===== config.mk =====
export PLATFORM = sky130hd
export DESIGN_NAME = spike_train_decoder
export DESIGN_NICKNAME = d
export VERILOG_FILES = /design/src/rtl/spike_train_decoder.sv
export SDC_FILE = /design/constraint.sdc
export NUM_CORES = 1
export LEC_CHECK = 0
export BUFFER_PORTS_ARGS = -buffer_cell sky130_fd_sc_hd__buf_2
export CAP_MARGIN = 30
export CORE_ASPECT_RATIO = 1.2
export CORE_MARGIN = 2
export CORE_UTILIZATION = 59
export CTS_CLUSTER_SIZE = 12
export DETAILED_ROUTE_END_ITERATION = 10
export PLACE_DENSITY = 0.88
export SLEW_MARGIN = 25
export SYNTH_ARGS = -nofsm -noshare
export SYNTH_HDL_FRONTEND = slang
export SYNTH_SLANG_ARGS = --single-unit
export TNS_END_PERCENT = 20

===== constraint.sdc =====
create_clock -name clk -period 3.54 [get_ports clk]
set_input_delay 0.354 -clock clk [delete_from_list [all_inputs] [get_ports clk]]
set_output_delay 0.354 -clock clk [all_outputs]
set_load 0.005 [all_outputs]

===== src/rtl/spike_train_decoder.sv =====
// Spike train decoder: per-window spike rate and inter-spike-interval statistics, published via valid/ready.
// Optional burst detection is compiled in when SPIKE_BURST_DETECT_EN is defined.
module spike_train_decoder #(
    parameter int WIN_W     = 12,
    parameter int CNT_W     = 8,
    parameter int ISI_W     = 12,
    parameter int BURST_ISI = 16
) (
    input  logic             clk,
    input  logic             rst,
    input  logic             ena,
    input  logic             spike_in,
    input  logic [WIN_W-1:0] win_len,
    output logic [CNT_W-1:0] rate_out,
    output logic [ISI_W-1:0] isi_min_out,
    output logic [ISI_W-1:0] isi_last_out,
    output logic             burst_out,
    output logic             out_valid,
    input  logic             out_ready,
    output logic             overrun
);

    typedef enum logic {
        IDLE = 1'b0,
        RUN  = 1'b1
    } state_t;

    localparam logic [WIN_W-1:0] WIN_ZERO = {WIN_W{1'b0}};
    localparam logic [WIN_W-1:0] WIN_ONE  = {{(WIN_W-1){1'b0}}, 1'b1};
    localparam logic [CNT_W-1:0] CNT_ZERO = {CNT_W{1'b0}};
    localparam logic [CNT_W-1:0] CNT_ONE  = {{(CNT_W-1){1'b0}}, 1'b1};
    localparam logic [CNT_W-1:0] CNT_MAX  = {CNT_W{1'b1}};
    localparam logic [ISI_W-1:0] ISI_ZERO = {ISI_W{1'b0}};
    localparam logic [ISI_W-1:0] ISI_ONE  = {{(ISI_W-1){1'b0}}, 1'b1};
    localparam logic [ISI_W-1:0] ISI_MAX  = {ISI_W{1'b1}};

    state_t           state_r, state_s;
    logic             spike_q_r, spike_q_s;
    logic [WIN_W-1:0] win_len_q_r, win_len_q_s;
    logic [WIN_W-1:0] win_cnt_r, win_cnt_s;
    logic [CNT_W-1:0] spike_cnt_r, spike_cnt_s;
    logic [ISI_W-1:0] isi_min_w_r, isi_min_w_s;
    logic [ISI_W-1:0] isi_cnt_r, isi_cnt_s;
    logic             first_seen_r, first_seen_s;
    logic [CNT_W-1:0] rate_s;
    logic [ISI_W-1:0] isi_min_pub_s;
    logic [ISI_W-1:0] isi_last_s;
    logic             out_valid_s;
    logic             overrun_s;
    logic             spike_det_s;
    logic             close_s;
    logic             isi_hit_s;

`ifdef SPIKE_BURST_DETECT_EN
    localparam logic [ISI_W-1:0] BURST_LIM = ISI_W'(BURST_ISI);
    logic [1:0] run_r, run_s;
    logic       flag_r, flag_s;
    logic       burst_pub_s;
`endif

    assign spike_det_s = spike_in & ~spike_q_r;
    assign close_s     = (win_cnt_r == (win_len_q_r - WIN_ONE));
    assign isi_hit_s   = spike_det_s & first_seen_r;

    // Next-state and result computation for the window FSM and ISI tracker.
    always_comb begin
        state_s       = state_r;
        spike_q_s     = spike_q_r;
        win_len_q_s   = win_len_q_r;
        win_cnt_s     = win_cnt_r;
        spike_cnt_s   = spike_cnt_r;
        isi_min_w_s   = isi_min_w_r;
        isi_cnt_s     = isi_cnt_r;
        first_seen_s  = first_seen_r;
        rate_s        = rate_out;
        isi_min_pub_s = isi_min_out;
        isi_last_s    = isi_last_out;
        overrun_s     = overrun;
`ifdef SPIKE_BURST_DETECT_EN
        run_s         = run_r;
        flag_s        = flag_r;
        burst_pub_s   = burst_out;
`endif
        // A consume this cycle is overridden below if a close publishes at the same time.
        if (out_valid && out_ready) begin
            out_valid_s = 1'b0;
        end else begin
            out_valid_s = out_valid;
        end

        if (ena) begin
            spike_q_s = spike_in;
            case (state_r)
                IDLE: begin
                    if (win_len != WIN_ZERO) begin
                        state_s     = RUN;
                        win_len_q_s = win_len;
                        win_cnt_s   = WIN_ZERO;
                        spike_cnt_s = CNT_ZERO;
                        isi_min_w_s = ISI_MAX;
`ifdef SPIKE_BURST_DETECT_EN
                        flag_s      = 1'b0;
`endif
                    end else begin
                        state_s = IDLE;
                    end
                end
                RUN: begin
                    win_cnt_s = win_cnt_r + WIN_ONE;
                    if (spike_det_s) begin
                        spike_cnt_s  = (spike_cnt_r == CNT_MAX) ? spike_cnt_r : spike_cnt_r + CNT_ONE;
                        isi_cnt_s    = ISI_ONE;
                        first_seen_s = 1'b1;
                    end else begin
                        isi_cnt_s = (isi_cnt_r == ISI_MAX) ? isi_cnt_r : isi_cnt_r + ISI_ONE;
                    end

                    if (isi_hit_s) begin
                        isi_last_s  = isi_cnt_r;
                        isi_min_w_s = (isi_cnt_r < isi_min_w_r) ? isi_cnt_r : isi_min_w_r;
`ifdef SPIKE_BURST_DETECT_EN
                        if (isi_cnt_r <= BURST_LIM) begin
                            run_s  = (run_r == 2'd2) ? 2'd2 : run_r + 2'd1;
                            flag_s = flag_r | (run_s == 2'd2);
                        end else begin
                            run_s = 2'd0;
                        end
`endif
                    end else begin
                        isi_last_s = isi_last_out;
                    end

                    // Close cycle: publish including this cycle's spike, then restart or stop.
                    if (close_s) begin
                        rate_s        = spike_cnt_s;
                        isi_min_pub_s = isi_min_w_s;
                        out_valid_s   = 1'b1;
`ifdef SPIKE_BURST_DETECT_EN
                        burst_pub_s   = flag_s;
`endif
                        if (out_valid && !out_ready) begin
                            overrun_s = 1'b1;
                        end else begin
                            overrun_s = overrun;
                        end
                        if (win_len != WIN_ZERO) begin
                            state_s     = RUN;
                            win_len_q_s = win_len;
                            win_cnt_s   = WIN_ZERO;
                            spike_cnt_s = CNT_ZERO;
                            isi_min_w_s = ISI_MAX;
`ifdef SPIKE_BURST_DETECT_EN
                            flag_s      = 1'b0;
`endif
                        end else begin
                            state_s      = IDLE;
                            first_seen_s = 1'b0;
                        end
                    end else begin
                        state_s = RUN;
                    end
                end
                default: begin
                    state_s = IDLE;
                end
            endcase
        end else begin
            spike_q_s = spike_q_r;
        end
    end

    // State, counter and registered-output update with synchronous active-low reset.
    always_ff @(posedge clk) begin
        if (!rst) begin
            state_r      <= IDLE;
            spike_q_r    <= 1'b0;
            win_len_q_r  <= WIN_ZERO;
            win_cnt_r    <= WIN_ZERO;
            spike_cnt_r  <= CNT_ZERO;
            isi_min_w_r  <= ISI_ZERO;
            isi_cnt_r    <= ISI_ZERO;
            first_seen_r <= 1'b0;
            rate_out     <= CNT_ZERO;
            isi_min_out  <= ISI_MAX;
            isi_last_out <= ISI_ZERO;
            out_valid    <= 1'b0;
            overrun      <= 1'b0;
        end else begin
            state_r      <= state_s;
            spike_q_r    <= spike_q_s;
            win_len_q_r  <= win_len_q_s;
            win_cnt_r    <= win_cnt_s;
            spike_cnt_r  <= spike_cnt_s;
            isi_min_w_r  <= isi_min_w_s;
            isi_cnt_r    <= isi_cnt_s;
            first_seen_r <= first_seen_s;
            rate_out     <= rate_s;
            isi_min_out  <= isi_min_pub_s;
            isi_last_out <= isi_last_s;
            out_valid    <= out_valid_s;
            overrun      <= overrun_s;
        end
    end

`ifdef SPIKE_BURST_DETECT_EN
    // Burst run counter, window flag and published burst bit.
    always_ff @(posedge clk) begin
        if (!rst) begin
            run_r     <= 2'd0;
            flag_r    <= 1'b0;
            burst_out <= 1'b0;
        end else begin
            run_r     <= run_s;
            flag_r    <= flag_s;
            burst_out <= burst_pub_s;
        end
    end
`else
    assign burst_out = 1'b0;
`endif

endmodule


==> qor.yml, run 1 <==
cellPowerDensity_nw_per_um2: 374
rows: 36
synth-seq-cells: 93
vias: 4203
fin_skew_ps: 12.1
nNetsFinal: 618
regArea_um2: 1860
synth_edf_count: 0
ir_drop_mv: 0.231
critical-path-max-stage-delay_ps: 520
fillers: 674
die-area_um2: 8910
avgSynthCellArea_um2: 8.75
post-route-worst-setup-slack_ps: 457
dpl_worst_slack_ps: 515
syn-instance-count: 551
port_buffers: 50
start_util: 0.601
multi_input_area_um2: 2720
route.detailed.drc: 0
synth_top_area_cell: "dfxtp_1"
cp_top_family: "compound AO/OA/AOI/OAI gates"
viasPerCell: 6.14
synth_area_leaders: "dfxtp_1 (39%), nand2_1 (7.7%), mux2i_1 (6.2%)"
synth_top_area_frac: 0.386
first_global_vias: 3933
cts.path.max_buffers: 2
cp_num_buf_inv: 1
setup_violations: 0
cts_hold_buffers: 0
io-pin-count: 52
die-width_um: 86.5
critPathKind: "reg -> reg"
post_cts_resized: 0
htreeDepth: 3
yosysSeqAreaShare: 0.386
fin_util: 0.652
status: "completed"
synthArstFlopShare: 0
final_cell_area_um2: 5230
grt_antenna_before_repair: 0
slew_headroom: 0.441
rsz0062_at_grt: "no"
grt-ovfl-total: 0
synth.distinct_cells: 57
cp_max_fo: 12
tightest_slew_ps: 834
drv_slew: 0
gr-usage-met2: 0.454
startpoint: "win_len_q_r[0]"
drive_gt1_frac: 0.151
cp-start-kind: "flip-flop"
min_from: "win_len[6]"
clock-sinks: 93
synth_common_cells: "nand2_1 (99), dfxtp_1 (93), mux2i_1 (30)"
period_minus_slack_ps: 3080
dr.first_iter.drc_count: 305
finalHoldViolations: 0
p_total_mw: 1.96
wl_per_cell_um: 15.8
cp.arrival_ps: 3350
period_share: 0.871
r2r-start: "win_len_q_r[0]"
clk_latency_ps: 370
grt_max_degree: 48
max_freq_mhz: 324
critPathRequiredTime_ps: 3810
grt_use_total: 0.253
clkTransAtPathRegs_ps: 80
die_y_um: 103
endpoint_kind: "flip-flop"
cts_setup_buffers: 0
place.gp.congestion: 0.889
p_leak_nw: 2.12
grt_first_pass_wirelength_um: 17900
yosysWarnings: 0
hpwlAfterDp_um: 7820
synth_fp_nets: 583
tritoncts: "built"
first_pass_iters: 5
ys.flop_type: "dfxtp_1"
coreArea_um2: 8020
cts_buffers: 9
max-cap-violations: 0
crit_chain: "inv_1 -> ha_1 -> nor3b_1 -> a21oi_1 -> a211oi_1 -> o31ai_1 -> a41oi_2 -> nand2_1 -> o221a_2"
drt-total-wl_um: 10800
grt_busiest_layer: "met2"
clockRootBuffer: "clkbuf_8"
hold_path.class: "in -> reg"
ant_nets: 0
met1_usage: 0.288
synthToLayoutAreaGrowth_pct: 8.52
tns_ps: 0
placed_area_um2: 5080
met3_usage: 0.0408
cpMaxStageDelayCell: "a41oi_2"
antennaDiodeCount: 0
yosysMostFrequentCell: "nand2_1"
syn_area_um2: 4820
-- sequential cells by signal, summed over array words and instances, names as in the netlist --
signal / count
isi_cnt_r: 12
win_len_q_r: 12
isi_min_out: 12
isi_last_out: 12
spike_q_r: 1
first_seen_r: 1
state_r: 1
rate_out: 8
out_valid: 1
isi_min_w_r: 12
overrun: 1
spike_cnt_r: 8
win_cnt_r: 12
-- metal layers --
layer | part of all wire | up-vias | wire, um
met4 | 0.035 | 0 | 377
met3 | 0.053 | 34 | 574
li1 | - | 2020 | -
met1 | 0.39 | 1986 | 4220
met5 | 0 | - | 0
met2 | 0.52 | 163 | 5620
-- layout by cell type (no fill, tap or decap), types with 9 or more instances in the layout --
| cell type | Yosys | routed |
|---|---|---|
| and3_1 | 10 | 10 |
| o221a_1 | 10 | 10 |
| inv_1 | 20 | 20 |
| mux2_2 | 12 | 12 |
| xor2_1 | 15 | 15 |
| o21ai_0 | 9 | 9 |
| a21boi_0 | 14 | 14 |
| buf_2 | 5 | 50 |
| clkbuf_8 | 0 | 9 |
| nand3_1 | 25 | 25 |
| xnor2_1 | 11 | 11 |
| ha_1 | 15 | 15 |
| nor2b_1 | 11 | 11 |
| nand4_1 | 12 | 12 |
| nand2_1 | 99 | 99 |
| mux2i_1 | 30 | 30 |
| nor2_1 | 29 | 29 |
| a21oi_1 | 10 | 10 |
| dfxtp_1 | 93 | 93 |
-- kinds of logic (layout without fill, tap and decap cells) --
family / count (synthesis) / after routing / synth area share
xor gates and xnor gates: 27 / 27 / 0.0522
AOI/OAI and AO/OA: 97 / 97 / 0.155
muxes: 42 / 42 / 0.0903
buffers and inverters: 53 / 91 / 0.0504
and+or+nand+nor: 223 / 223 / 0.226
DFF: 93 / 93 / 0.386
other: 1 / 1 / 0.000778
adders and majority gates: 15 / 15 / 0.0389
-- power breakdown --
part           leakage, nW  switching [mW]  total, mW  internal [mW]
clock network       0.0723           0.348      0.596          0.247
logic                 1.29           0.137      0.245          0.109
registers            0.756          0.0398       1.12           1.08
total                 2.12           0.525       1.96           1.43
-- layout make-up --
| class | count | share of cell area |
|---|---|---|
| multi-input cells | 405 | 0.521 |
| flip-flops and latches | 93 | 0.356 |
| repair buffers | 57 | 0.0579 |
| clock buffers | 12 | 0.0258 |
| well taps | 95 | 0.0227 |
| inverters | 20 | 0.0144 |
| clock inverters | 2 | 0.00239 |
-- worst min-delay path, stage by stage --
cell and delay, ps:
buf_2 110, nand2_1 50, mux2i_1 50
-- through the flow --
| stage | hold WS [ps] | instances |
|---|---|---|
| after floorplan | 446 | 551 |
| after global placement | 442 | 670 |
| after detailed placement | 456 | 670 |
| after CTS | 234 | 684 |
| after global routing | 240 | 684 |
| final | 241 | 684 |
-- worst paths after layout --
path | end | slack [ps] | depth (start not counted)
setup / recovery | isi_min_w_r[1] | 460 | 9
hold / removal | win_len_q_r[6] | 240 | 3
setup reg to reg | isi_min_w_r[1] | 460 | 9
hold reg to reg | isi_last_out[1] | 470 | 2
No activity file was read; power rests on OpenSTA's default activity.
==> run 2: changes to the inputs <==
Settings changed: PLACE_DENSITY 0.88 to 0.78.
==> run 2 against run 1 <==
Net effect:
- clock power is 20% higher
- sequential power barely moved
- first-iteration DRC count fell by 41%
- hold slack worse by 0.83 ps
- die area did not move
- sequential share of layout area down 0.22 points
- largest cell class unchanged
==> qor.yml, run 2 (same netlist as run 1, synthesis figures left out) <==
clockRootBuffer: "clkbuf_8"
layout_commonest_cell: "nand2_1"
cp_num_buf_inv: 1  # unchanged
max_freq_mhz: 317  # -2.2%
period_minus_slack_ps: 3150  # +69.7 ps
fin_skew_ps: 10.7  # -1.37 ps
post_cts_resized: 0  # unchanged
cts_buffers: 9  # unchanged
place.gp.congestion: 0.902  # +1.4%
start_util: 0.601  # unchanged
first_global_vias: 3778  # -3.9%
vias: 4048  # -3.7%
first_pass_iters: 6  # +1
startpoint: "win_len_q_r[0]"
cp_max_fo: 12  # unchanged
grt-ovfl-total: 0  # unchanged
hold_path.class: "in -> reg"
io-pin-count: 52  # unchanged
rows: 36  # unchanged
grt_use_total: 0.239  # -0.0139
critPathRequiredTime_ps: 3800  # about the same
period_share: 0.891  # +0.0197
grt_max_degree: 95  # +98%
cts_hold_buffers: 0  # unchanged
fillers: 702  # +4.2%
die-width_um: 86.5  # unchanged
cpMaxStageDelayCell: "a41oi_2"
tightest_slew_ps: 854  # +20.2 ps
clkTransAtPathRegs_ps: 100  # +20 ps
dp_cells: 668  # -0.30%
port_buffers: 50  # unchanged
drive_gt1_frac: 0.155  # +0.00366
cellPowerDensity_nw_per_um2: 393  # +5.0%
setup_violations: 0  # unchanged
clk_latency_ps: 360  # about the same
crit_chain: "inv_1 -> ha_1 -> nor3b_1 -> a21oi_1 -> a211oi_1 -> o31ai_1 -> a41oi_2 -> nand2_1 -> o221a_2"
antennaDiodeCount: 0  # unchanged
status: "completed"
regArea_um2: 1860  # unchanged
multi_input_area_um2: 2720  # unchanged
rsz0062_at_grt: "no"
grt_first_pass_wirelength_um: 17100  # -4.7%
p_leak_nw: 2.13  # +0.46%
tritoncts: "built"
grt_antenna_before_repair: 0  # unchanged
cp-start-kind: "flip-flop"
cp.arrival_ps: 3410  # +60 ps
coreArea_um2: 8020  # unchanged
route.detailed.drc: 0  # unchanged
critical-path-max-stage-delay_ps: 530  # about the same
cts.path.max_buffers: 2  # unchanged
min_from: "win_len[3]"
drv_slew: 0  # unchanged
critPathKind: "reg -> reg"
drt-total-wl_um: 10200  # -5.2%
synthToLayoutAreaGrowth_pct: 9.19
dr.first_iter.drc_count: 179  # -41%
cts_setup_buffers: 0  # unchanged
slew_headroom: 0.430  # -0.0109
most-common-layout-cells: "nand2_1 (99), dfxtp_1 (93), buf_2 (50), mux2i_1 (30), nor2_1 (29)"
clock-sinks: 93  # unchanged
viasPerCell: 5.93  # -3.5%
ir_drop_mv: 0.203  # -12%
endpoint_kind: "flip-flop"
die_y_um: 103  # unchanged
finalHoldViolations: 0  # unchanged
max-cap-violations: 0  # unchanged
reg2reg_setup_slack_ps: 390  # -70 ps
die-area_um2: 8910  # unchanged
cp_top_family: "compound AO/OA/AOI/OAI gates"
nNetsFinal: 616  # -0.32%
instances_no_fill: 683  # -0.15%
tns_ps: 0  # unchanged
wl_per_cell_um: 15.0  # -5.1%
hpwlAfterDp_um: 7330  # -6.3%
ant_nets: 0  # unchanged
htreeDepth: 3  # unchanged
r2r-start: "win_len_q_r[0]"
run 2: cell count changes in the layout (fill, tap and decap cells not counted), sizes merged:
cell	change
buf	-2
inv	+2
clkinvlp	+1
bufinv	+1
clkbuf	-3
run 2: per-stage QoR:
| step | cell area (um^2) | utilization | power, mW | hold WS, ps | setup WS, ps |
|---|---|---|---|---|---|
| 2_1_floorplan | 4820 | - | 1.32 | 446 | 980 |
| 3_3_place_gp | 5070 | 0.632 | 1.36 | 444 | 614 |
| 3_5_place_dp | 5070 | 0.632 | 1.37 | 452 | 465 |
| 4_1_cts | 5260 | 0.656 | 2.08 | 233 | 429 |
| 5_1_grt | 5260 | 0.656 | 2.15 | 249 | 95.9 |
| 6_report | 5260 | 0.656 | 2.07 | 240 | 387 |
run 2: metal layers:
layer,wire length (um),global-route usage
met1,4400,0.286
met2,5290,0.418
met3,318,0.0392
met4,229,0.108
met5,0,0
run 2: area by class of cell:
cell class / instances / share of cell area
flip-flops and latches: 93 / 0.354
clock buffers: 9 / 0.0235
clock inverters: 6 / 0.0136
inverters: 20 / 0.0143
well taps: 95 / 0.0226
multi-input cells: 405 / 0.518
repair buffers: 55 / 0.0547
run 2: report_power, final:
group          internal (mW)  switching, mW
Combinational          0.108          0.132
Sequential              1.08         0.0392
Clock                  0.329          0.384
run 2: final timing paths:
check                         end  cells after the start
setup / recovery   isi_min_w_r[1]                      9
hold / removal     win_len_q_r[3]                      3
setup reg to reg   isi_min_w_r[1]                      9
hold reg to reg   isi_last_out[5]                      2
run 2: worst register-to-register path, stage by stage, from the launching register on:
cell,delay [ps]
dfxtp_1,390
inv_1,90
ha_1,250
nor3b_1,340
a21oi_1,150
a211oi_1,330
o31ai_1,170
a41oi_2,530
nand2_1,450
o221a_2,370
